$ cat config.mk
export PLATFORM = sky130hd
export DESIGN_NAME = smi_pixel_rx
export DESIGN_NICKNAME = d
export VERILOG_FILES = /design/src/rtl/smi_pixel_rx.sv
export SDC_FILE = /design/constraint.sdc
export NUM_CORES = 1
export LEC_CHECK = 0
export ABC_AREA = 1
export CAP_MARGIN = 20
export CORE_MARGIN = 5
export CORE_UTILIZATION = 50
export DETAILED_ROUTE_END_ITERATION = 6
export GPL_TIMING_DRIVEN = 0
export HOLD_SLACK_MARGIN = 0.1
export PLACE_DENSITY_LB_ADDON = 0.08
export SETUP_SLACK_MARGIN = 0.1
export SLEW_MARGIN = 20
export SYNTH_ARGS = -nofsm -noshare
export SYNTH_HDL_FRONTEND = slang
export SYNTH_SLANG_ARGS = --single-unit
$ cat constraint.sdc
create_clock -name clk -period 3.45 [get_ports clk]
set_input_delay 0.5175 -clock clk [delete_from_list [all_inputs] [get_ports clk]]
set_output_delay 0.5175 -clock clk [all_outputs]
set_load 0.01 [all_outputs]
$ cat src/rtl/smi_pixel_rx.sv
// Parses framed pixel/commit packets from the Pi SMI byte stream into framebuffer
// writes and commit pulses, and answers read strobes with a status byte.
module smi_pixel_rx #(
  parameter int         ADDR_W    = 10,
  parameter logic [7:0] SYNC      = 8'hA5,
  parameter int         TIMEOUT_W = 16
) (
  input  logic              clk,
  input  logic              reset,
  input  logic [7:0]        smi_in,
  input  logic              write,
  input  logic              read,
  output logic [7:0]        smi_out,
  output logic [ADDR_W-1:0] fb_addr,
  output logic [23:0]       fb_data,
  output logic              fb_we,
  output logic              frame_done,
  output logic [7:0]        err_count
);

  typedef enum logic [2:0] {S_IDLE, S_CMD, S_AH, S_AL, S_CNT, S_R, S_G, S_B} state_t;

  localparam logic [ADDR_W-1:0]    ADDR_ONE = ADDR_W'(1);
  localparam logic [TIMEOUT_W-1:0] TMO_ONE  = TIMEOUT_W'(1);

  state_t               state;
  logic [7:0]           addr_hi;
  logic [7:0]           red;
  logic [7:0]           green;
  logic [8:0]           remain;
  logic [ADDR_W-1:0]    pix_addr;
  logic [TIMEOUT_W-1:0] idle_cnt;
  logic [15:0]          full_addr;
  logic                 cmd_err;
  logic                 tmo;

  assign full_addr = {addr_hi, smi_in};
  assign cmd_err   = write && (state == S_CMD) && (smi_in != 8'h01) && (smi_in != 8'h02);
  // A write in the same cycle as counter expiry keeps the packet alive.
  assign tmo       = !write && (state != S_IDLE) && (&idle_cnt);

  always_ff @(posedge clk or posedge reset) begin
    if (reset) begin
      state      <= S_IDLE;
      addr_hi    <= 8'h00;
      red        <= 8'h00;
      green      <= 8'h00;
      remain     <= 9'd0;
      pix_addr   <= '0;
      idle_cnt   <= '0;
      smi_out    <= 8'h00;
      fb_addr    <= '0;
      fb_data    <= 24'h0;
      fb_we      <= 1'b0;
      frame_done <= 1'b0;
      err_count  <= 8'h00;
    end else begin
      fb_we      <= 1'b0;
      frame_done <= 1'b0;

      if (read)
        smi_out <= {state != S_IDLE, err_count[7] ? 7'h7F : err_count[6:0]};

      if ((cmd_err || tmo) && (err_count != 8'hFF))
        err_count <= err_count + 8'd1;

      if (write || state == S_IDLE)
        idle_cnt <= '0;
      else
        idle_cnt <= idle_cnt + TMO_ONE;

      if (tmo) begin
        state <= S_IDLE;
      end else if (write) begin
        case (state)
          S_IDLE: if (smi_in == SYNC) state <= S_CMD;
          S_CMD: begin
            case (smi_in)
              8'h01: state <= S_AH;
              8'h02: begin
                state      <= S_IDLE;
                frame_done <= 1'b1;
              end
              default: state <= S_IDLE;
            endcase
          end
          S_AH: begin
            addr_hi <= smi_in;
            state   <= S_AL;
          end
          S_AL: begin
            pix_addr <= full_addr[ADDR_W-1:0];
            state    <= S_CNT;
          end
          S_CNT: begin
            remain <= (smi_in == 8'h00) ? 9'd256 : {1'b0, smi_in};
            state  <= S_R;
          end
          S_R: begin
            red   <= smi_in;
            state <= S_G;
          end
          S_G: begin
            green <= smi_in;
            state <= S_B;
          end
          S_B: begin
            fb_we    <= 1'b1;
            fb_addr  <= pix_addr;
            fb_data  <= {red, green, smi_in};
            pix_addr <= pix_addr + ADDR_ONE;
            remain   <= remain - 9'd1;
            state    <= (remain == 9'd1) ? S_IDLE : S_R;
          end
          default: state <= S_IDLE;
        endcase
      end
    end
  end

endmodule

==> impl_metrics.json, run 1 <==
{
  "status": "finished, final reports clean",
  "hold_viol": 0,
  "cts_setup_buffers": 0,
  "final_common_cell": "nand2_1",
  "num-nets-final": 665,
  "yosysSeqAreaShare_pct": 53.0,
  "fin_setup_tns_ns": 0,
  "startpoint": "err_count[5]",
  "worst_pin_slew_ns": 0.526,
  "ys_seq_elements": 108,
  "final_cell_mix": "nand2_1 (115), dfrtp_1 (108), clkdlybuf4s50_1 (62)",
  "die_y_microns": 111,
  "worstPathMaxFanout": 6,
  "slew-limit-headroom_pct": 64.9,
  "placed_cells": 770,
  "cts_buffer_depth": 2,
  "cts_resized": 0,
  "fin_crit_ns": 1.95,
  "design.core.area_sq_um": 9860,
  "powerDensity_nw_per_um2": 687,
  "ys_types": 42,
  "max_clock_freq_mhz": 513,
  "row_count": 36,
  "dp_hpwl_microns": 8260,
  "cts-root-buf": "clkbuf_8",
  "clk_latency_ns": 0.39,
  "crit_buf_inv": 1,
  "worstReg2RegStart": "idle_cnt[0]",
  "syn-num-nets": 589,
  "grt_max_degree": 34,
  "syn_area_per_cell_sq_um": 8.92,
  "io_pins": 64,
  "cp_top_family": "buffers and inverters",
  "antenna_found_initial": 0,
  "start_kind": "flop",
  "vias": 4081,
  "drv_slew": 0,
  "synth-warning-count": 0,
  "hold_class": "reg -> reg",
  "fin_ws_ns": 1.50,
  "power_mw": 4.23,
  "synth_area_sq_um": 5100,
  "worstHoldStart": "smi_out[1]",
  "worstPathRequired_ns": 2.93,
  "drt-total-wl_microns": 11200,
  "multi_input_area_sq_um": 2070,
  "dieWidth_microns": 111,
  "path_cells": "clkdlybuf4s50_1",
  "numClockSinks": 108,
  "tritoncts": "built",
  "synthToLayoutAreaGrowth_pct": 20.6,
  "drt-initial-drc-count": 275,
  "ys_top_cells_by_area": "dfrtp_1 (53%), nand2_1 (8.5%), nor2_1 (4.4%)",
  "drive_gt1_share_pct": 9.80,
  "peakVddDrop_mv": 0.314,
  "cp.arrival_ns": 1.43,
  "seq_area_sq_um": 2700,
  "placedInstanceArea_sq_um": 5950,
  "cp-end-kind": "output pin",
  "syn_inst": 572,
  "min_period_over_period_pct": 56.5,
  "dieArea_sq_um": 12300,
  "leakage_nw": 2.91,
  "first_pass_iters": 5,
  "grt_pass1_vias": 3990,
  "rsz0062_at_grt": "no",
  "drc": 0,
  "cpPeakStageDelay_ns": 0.58,
  "io_buffers": 62,
  "crit_type": "reg -> out",
  "track_usage_pct": 18.7,
  "fin_skew_ns": 0.0220,
  "fin_cells": 786,
  "grt-ovfl-total": 0,
  "drtAntennaViolNets": 0,
  "yosysTopAreaCell": "dfrtp_1",
  "wire_per_inst_microns": 14.2,
  "path_clk_slew_ns": 0.11,
  "drv_cap": 0,
  "dp_slack_ns": 1.21,
  "final_area_sq_um": 6150,
  "diodes": 0,
  "finalSetupViolations": 0,
  "routed_via_density": 5.19,
  "htree_levels": 3,
  "gp_congestion": 0.882,
  "cts_inserted_buffers": 9,
  "start_util_pct": 51.7,
  "grt_first_pass_wirelength_microns": 19200,
  "crit_path_top_delay_cell": "clkdlybuf4s50_1",
  "cts_hold_buf": 0,
  "yosysTopAreaCellShare_pct": 53.0,
  "nFillCells": 843
}
[final cells by class]
cell class,count,share of cell area (%)
Tap cell,133,2.70
Clock inverter,7,1.24
Multi-Input combinational cell,388,33.6
Clock buffer,9,2.01
Timing Repair Buffer,65,11.1
Inverter,63,3.94
Sequential cell,108,43.9
Buffer,13,1.50
[report_power, final]
part | internal (mW) | switching (mW) | total (mW)
clock network | 0.289 | 0.473 | 0.762
registers | 1.66 | 0.275 | 1.93
logic | 0.702 | 0.831 | 1.53
[cell families (layout without fill, tap and decap cells)]
group / Yosys count / after routing / share of synthesized area, %
AND/OR/NAND/NOR: 251 / 251 / 22.7
multiplexers: 16 / 16 / 3.53
AO/OA/AOI/OAI: 105 / 105 / 11.2
buffers and inverters: 76 / 157 / 6.50
adder cells (fa/ha/maj): 5 / 5 / 1.23
XOR/XNOR: 11 / 11 / 1.89
flip-flops: 108 / 108 / 53.0
[stage by stage]
stage / util [%] / hold WS (ns)
3_5_place_dp: 60.4 / 0.474
6_report: 62.4 / 0.496
3_3_place_gp: 59.7 / 0.466
4_1_cts: 62.4 / 0.501
5_1_grt: 62.4 / 0.512
2_1_floorplan: - / 0.449
[sequential cells by signal, summed over array words and instances, names as in the netlist]
register / flops
frame_done: 1
fb_we: 1
red: 8
smi_out: 8
err_count: 8
green: 8
remain: 9
idle_cnt: 16
fb_data: 24
addr_hi: 2
state: 3
pix_addr: 10
fb_addr: 10
[Yosys cell counts, drive strengths merged]
cell,number
nand2,120
dfrtp,108
nor2,66
inv,63
o21ai,50
a21oi,42
nand3,41
mux2,16
buf,11
nand4,9
nor3,8
xor2,8
ha,5
a22oi,4
a31oi,3
o22ai,3
xnor2,3
and3,2
clkbuf,2
nor3b,2
a21boi,1
and2,1
nor4,1
o211ai,1
o21bai,1
or2,1
[metal layers]
layer	wire, microns	vias to the layer above	GRT usage (%)
met4	72	0	4.79
li1	-	2033	-
met3	520	6	4.31
met5	0	-	0
met1	5080	1949	24.8
met2	5510	93	31.3
[path summary, 6_finish.rpt]
kind,endpoint,slack [ns],depth (start not counted)
worst min-delay path,smi_out[1],0.50,2
worst min register to register,smi_out[1],0.50,2
worst max register to register,err_count[6],1.71,8
min in group asynchronous,fb_addr[1],0.52,2
max in group asynchronous,fb_data[21],2.19,4
worst max-delay path,err_count[5],1.50,1
No activity file was read; power rests on OpenSTA's default activity.
==> run 2: changes to the inputs <==
==> constraint.sdc (replaced) <==
create_clock -name clk -period 1.7 [get_ports clk]
set_input_delay 0.255 -clock clk [delete_from_list [all_inputs] [get_ports clk]]
set_output_delay 0.255 -clock clk [all_outputs]
set_load 0.01 [all_outputs]
==> run 2 against run 1 <==
Effect of this change: core utilization grew 1.9 points; worst hold slack lost 0.23 ns; clock skew shrank 0.0051 ns; critical path type unchanged; largest cell class unchanged.
==> impl_metrics.json, run 2 (synthesis results as in run 1) <==
{
  "peakVddDrop_mv": 0.642,
  "cp.arrival_ns": 1.30,
  "worstReg2RegStart": "state[0]",
  "worstPathRequired_ns": 1.44,
  "p_sw_mw": 3.25,
  "antenna_found_initial": 0,
  "fin_ws_ns": 0.149,
  "finalSetupViolations": 0,
  "tritoncts": "built",
  "regToRegSetupSlack_ns": 0.18,
  "leakage_nw": 3.14,
  "drv_slew": 0,
  "start_kind": "flop",
  "worstPathMaxFanout": 2,
  "gp_congestion": 0.882,
  "drt-initial-drc-count": 325,
  "pwr-share-seq_pct": 44.8,
  "wire_per_inst_microns": 14.3,
  "io_pins": 64,
  "drive_gt1_share_pct": 14.4,
  "cp_top_family": "buffers and inverters",
  "path_cells": "clkdlybuf4s50_1",
  "hold_class": "in -> async",
  "dieArea_sq_um": 12300,
  "numClockSinks": 108,
  "top_regs": "fb_data: 24 flops, idle_cnt: 16 flops",
  "fin_crit_ns": 1.55,
  "top_register": "fb_data",
  "placed_cells": 770,
  "fin_setup_tns_ns": 0,
  "drv_cap": 0,
  "grt_first_pass_wirelength_microns": 19500,
  "first_pass_iters": 5,
  "sw_frac_of_total_pct": 37.2,
  "dieWidth_microns": 111,
  "cts_inserted_buffers": 9,
  "max_clock_freq_mhz": 645,
  "diodes": 0,
  "crit_path_top_delay_cell": "clkdlybuf4s50_1",
  "nFillCells": 819,
  "dp_hpwl_microns": 8260,
  "final_cell_mix": "nand2_1 (113), dfrtp_1 (103), nor2_1 (57)",
  "row_count": 36,
  "fin_cells": 801,
  "path_clk_slew_ns": 0.12,
  "cpPeakStageDelay_ns": 0.54,
  "io_buffers": 62,
  "crit_buf_inv": 1,
  "p_comb_share_pct": 37.5,
  "status": "finished, final reports clean",
  "design.core.area_sq_um": 9860,
  "crit_type": "reg -> out",
  "fin_skew_ns": 0.0169,
  "track_usage_pct": 19.0,
  "drtAntennaViolNets": 0,
  "slew-limit-headroom_pct": 64.6,
  "grt-ovfl-total": 0,
  "dp_slack_ns": -0.273,
  "worst_pin_slew_ns": 0.530,
  "cts-root-buf": "clkbuf_8",
  "startpoint": "fb_data[20]",
  "hold_viol": 0,
  "min_period_over_period_pct": 91.2,
  "start_util_pct": 51.7,
  "htree_levels": 3,
  "vias": 4207,
  "grt_max_degree": 34,
  "routed_via_density": 5.25,
  "p_clk_share_pct": 17.7,
  "cts_buffer_depth": 2,
  "rsz0062_at_grt": "yes",
  "drt-total-wl_microns": 11500,
  "drc": 0,
  "clk_latency_ns": 0.38,
  "die_y_microns": 111,
  "powerDensity_nw_per_um2": 1380,
  "utilization_pct": 64.3,
  "num-nets-final": 680,
  "final_common_cell": "nand2_1",
  "cp-end-kind": "output pin",
  "grt_pass1_vias": 4028,
  "intPower_mw": 5.48,
  "largest_register_ffs": 24,
  "synthToLayoutAreaGrowth_pct": 24.4
}
-- run 2: timing repair --
action,4_1_cts,5_1_grt
setup buffers,7,8
hold buffers,0,0
resized for setup,7,29
pin swaps,1,3
setup endpoints to repair,18,72
-- run 2: per-stage QoR --
stage	hold slack [ns]	area, sq um	power, mW
2_1_floorplan	0.405	5110	5.80
3_3_place_gp	0.466	5890	7.00
3_5_place_dp	0.474	5950	7.10
4_1_cts	0.281	6210	8.66
5_1_grt	0.301	6340	9.35
6_report	0.266	6340	8.73
-- run 2: power by group through the flow --
stage          Combinational, mW  Clock [mW]  Sequential [mW]
6_report                    3.28        1.55             3.91
5_1_grt                     3.65        1.69             4.01
4_1_cts                     3.17        1.58             3.91
3_5_place_dp                3.12           0             3.98
3_3_place_gp                3.05           0             3.95
2_1_floorplan               1.75           0             4.04
-- run 2: worst paths after layout --
path                                     end  cells after the start
worst max-delay path             fb_data[20]                      1
worst min-delay path              fb_addr[3]                      2
worst max register to register     remain[6]                      7
worst min register to register    smi_out[1]                      2
max in group asynchronous       err_count[2]                      4
min in group clk                  smi_out[1]                      3
-- run 2: area by class of cell --
type	instances	area, sq um	area share [%]
flip-flops and latches	108	2710	42.7
multi-input cells	388	2110	33.3
repair buffers	80	816	12.9
inverters	63	243	3.83
well taps	133	166	2.62
clock buffers	9	124	1.95
plain buffers	13	97.6	1.54
clock inverters	7	76.3	1.20
-- run 2: layer usage --
layer  global-route usage, %  wire (microns)
met4                    4.79              63
met5                       0               0
met3                    4.31             627
met1                    25.1            5060
met2                    31.9            5710
==> run 3: changes to the inputs <==
==> constraint.sdc (replaced) <==
create_clock -name clk -period 1.7 [get_ports clk]
set_input_delay 0.51 -clock clk [delete_from_list [all_inputs] [get_ports clk]]
set_output_delay 0.51 -clock clk [all_outputs]
set_load 0.01 [all_outputs]
==> run 3 against run 2 <==
Effect of this change: register-to-register slack about the same; largest cell class unchanged; worst setup slack lost 0.025 ns; cell count is 1.6% higher; clock power about the same; routed wire length grew 3.4%; maximum frequency shrank 1.6%; combinational power is 1% lower.
==> impl_metrics.json, run 3 (synthesis results as in run 1) <==
{
  "status": "finished, final reports clean",
  "cp.arrival_ns": 1.07,
  "hold_class": "reg -> reg",
  "placed_cells": 770,
  "cp-end-kind": "output pin",
  "grt-ovfl-total": 0,
  "worstPathRequired_ns": 1.19,
  "antenna_found_initial": 0,
  "top_regs": "fb_data: 24 flops, idle_cnt: 16 flops",
  "drtAntennaViolNets": 0,
  "largest_register_ffs": 24,
  "routed_via_density": 5.29,
  "dp_hpwl_microns": 8260,
  "first_pass_iters": 5,
  "path_cells": "dlygate4sd2_1",
  "placedInstanceArea_sq_um": 5950,
  "track_usage_pct": 19.2,
  "drv_cap": 0,
  "min_period_over_period_pct": 92.7,
  "grt_max_degree": 34,
  "row_count": 36,
  "cts_inserted_buffers": 9,
  "num-nets-final": 693,
  "io_buffers": 62,
  "worst_pin_slew_ns": 0.524,
  "powerDensity_nw_per_um2": 1350,
  "cpPeakStageDelay_ns": 0.41,
  "top_register": "fb_data",
  "multi_input_area_sq_um": 2160,
  "clk_latency_ns": 0.38,
  "grt_pass1_vias": 4054,
  "worstPathMaxFanout": 1,
  "finalSetupViolations": 0,
  "fin_skew_ns": 0.0173,
  "slew-limit-headroom_pct": 65.0,
  "cts_buffer_depth": 2,
  "wire_per_inst_microns": 14.6,
  "tritoncts": "built",
  "grt_first_pass_wirelength_microns": 19600,
  "crit_type": "reg -> out",
  "cp_top_family": "flip-flops",
  "nFillCells": 825,
  "drive_gt1_share_pct": 17.2,
  "dieArea_sq_um": 12300,
  "diodes": 0,
  "dieWidth_microns": 111,
  "final_cell_mix": "nand2_1 (114), dfrtp_1 (103), nor2_1 (54)",
  "seq_area_sq_um": 2710,
  "gp_congestion": 0.882,
  "numClockSinks": 108,
  "leakage_nw": 3.20,
  "cts_hold_buf": 0,
  "max_clock_freq_mhz": 635,
  "fin_crit_ns": 1.58,
  "holdWs_ns": 0.489,
  "power_mw": 8.68,
  "drt-total-wl_microns": 11900,
  "start_kind": "flop",
  "fin_cells": 814,
  "io_pins": 64,
  "crit_buf_inv": 1,
  "drt-initial-drc-count": 312,
  "crit_path_top_delay_cell": "dfrtp_1",
  "vias": 4302,
  "htree_levels": 3,
  "peakVddDrop_mv": 0.672,
  "utilization_pct": 65.3,
  "die_y_microns": 111,
  "path_clk_slew_ns": 0.11,
  "rsz0062_at_grt": "yes",
  "design.core.area_sq_um": 9860,
  "start_util_pct": 51.7,
  "synthToLayoutAreaGrowth_pct": 26.2,
  "drv_slew": 0,
  "cts-root-buf": "clkbuf_8",
  "final_common_cell": "nand2_1",
  "hold_viol": 0,
  "drc": 0,
  "final_area_sq_um": 6440
}
-- run 3: cell types whose count changed in the layout (fill, tap and decap cells not counted), sizes merged, moves of 5 or more --
cell and delta:
dlygate4sd2 +21, clkdlybuf4s50 -48, buf +11, clkdlybuf4s15 +31, dlymetal6s2s -5
-- run 3: through the flow --
stage,setup TNS [ns],worst slack [ns]
floorplan,-12.04,-0.112
global placement,-159.70,-1.18
detailed placement,-36.86,-0.528
CTS,0,0.101
global route,0,0.0614
finish,0,0.124
-- run 3: path summary, 6_finish.rpt --
kind | startpoint | cells after the start | slack, ns | end
min in group asynchronous | reset | 2 | 0.51 | fb_addr[1]
setup / recovery | frame_done | 1 | 0.12 | frame_done
setup reg to reg | err_count[0] | 8 | 0.18 | err_count[7]
hold / removal | fb_data[15] | 1 | 0.49 | fb_data[15]
max in group asynchronous | reset | 4 | 0.43 | err_count[2]
hold reg to reg | fb_data[15] | 1 | 0.49 | fb_data[15]
-- run 3: cell type report --
cell class                      instances  share of cell area (%)
Tap cell                              133                    2.58
Clock inverter                          7                    1.19
Sequential cell                       108                    42.1
Inverter                               63                    3.85
Buffer                                 13                    1.52
Timing Repair Buffer                   91                    13.3
Multi-Input combinational cell        390                    33.6
Clock buffer                            9                    1.92
-- run 3: power by group --
group          switching, mW  internal, mW  leakage (nW)
logic                   1.81          1.43          1.68
registers              0.532          3.37          1.41
clock network          0.964         0.587         0.103
total                   3.30          5.38          3.20
-- run 3: timing repair --
| action | 4_1_cts | 5_1_grt |
|---|---|---|
| cloned | 0 | 2 |
| endpoints found under the hold margin | 0 | 0 |
| pin swaps | 1 | 7 |
| setup endpoints to repair | 131 | 79 |
| setup buffers | 11 | 15 |
| resized for setup | 70 | 60 |
-- run 3: layer usage --
layer | part of all wire, % | global-route usage [%] | wire length (microns)
met1 | 44 | 25.3 | 5270
met2 | 49 | 32.1 | 5840
met3 | 5.4 | 4.48 | 642
met4 | 0.82 | 4.95 | 97
met5 | 0 | 0 | 0
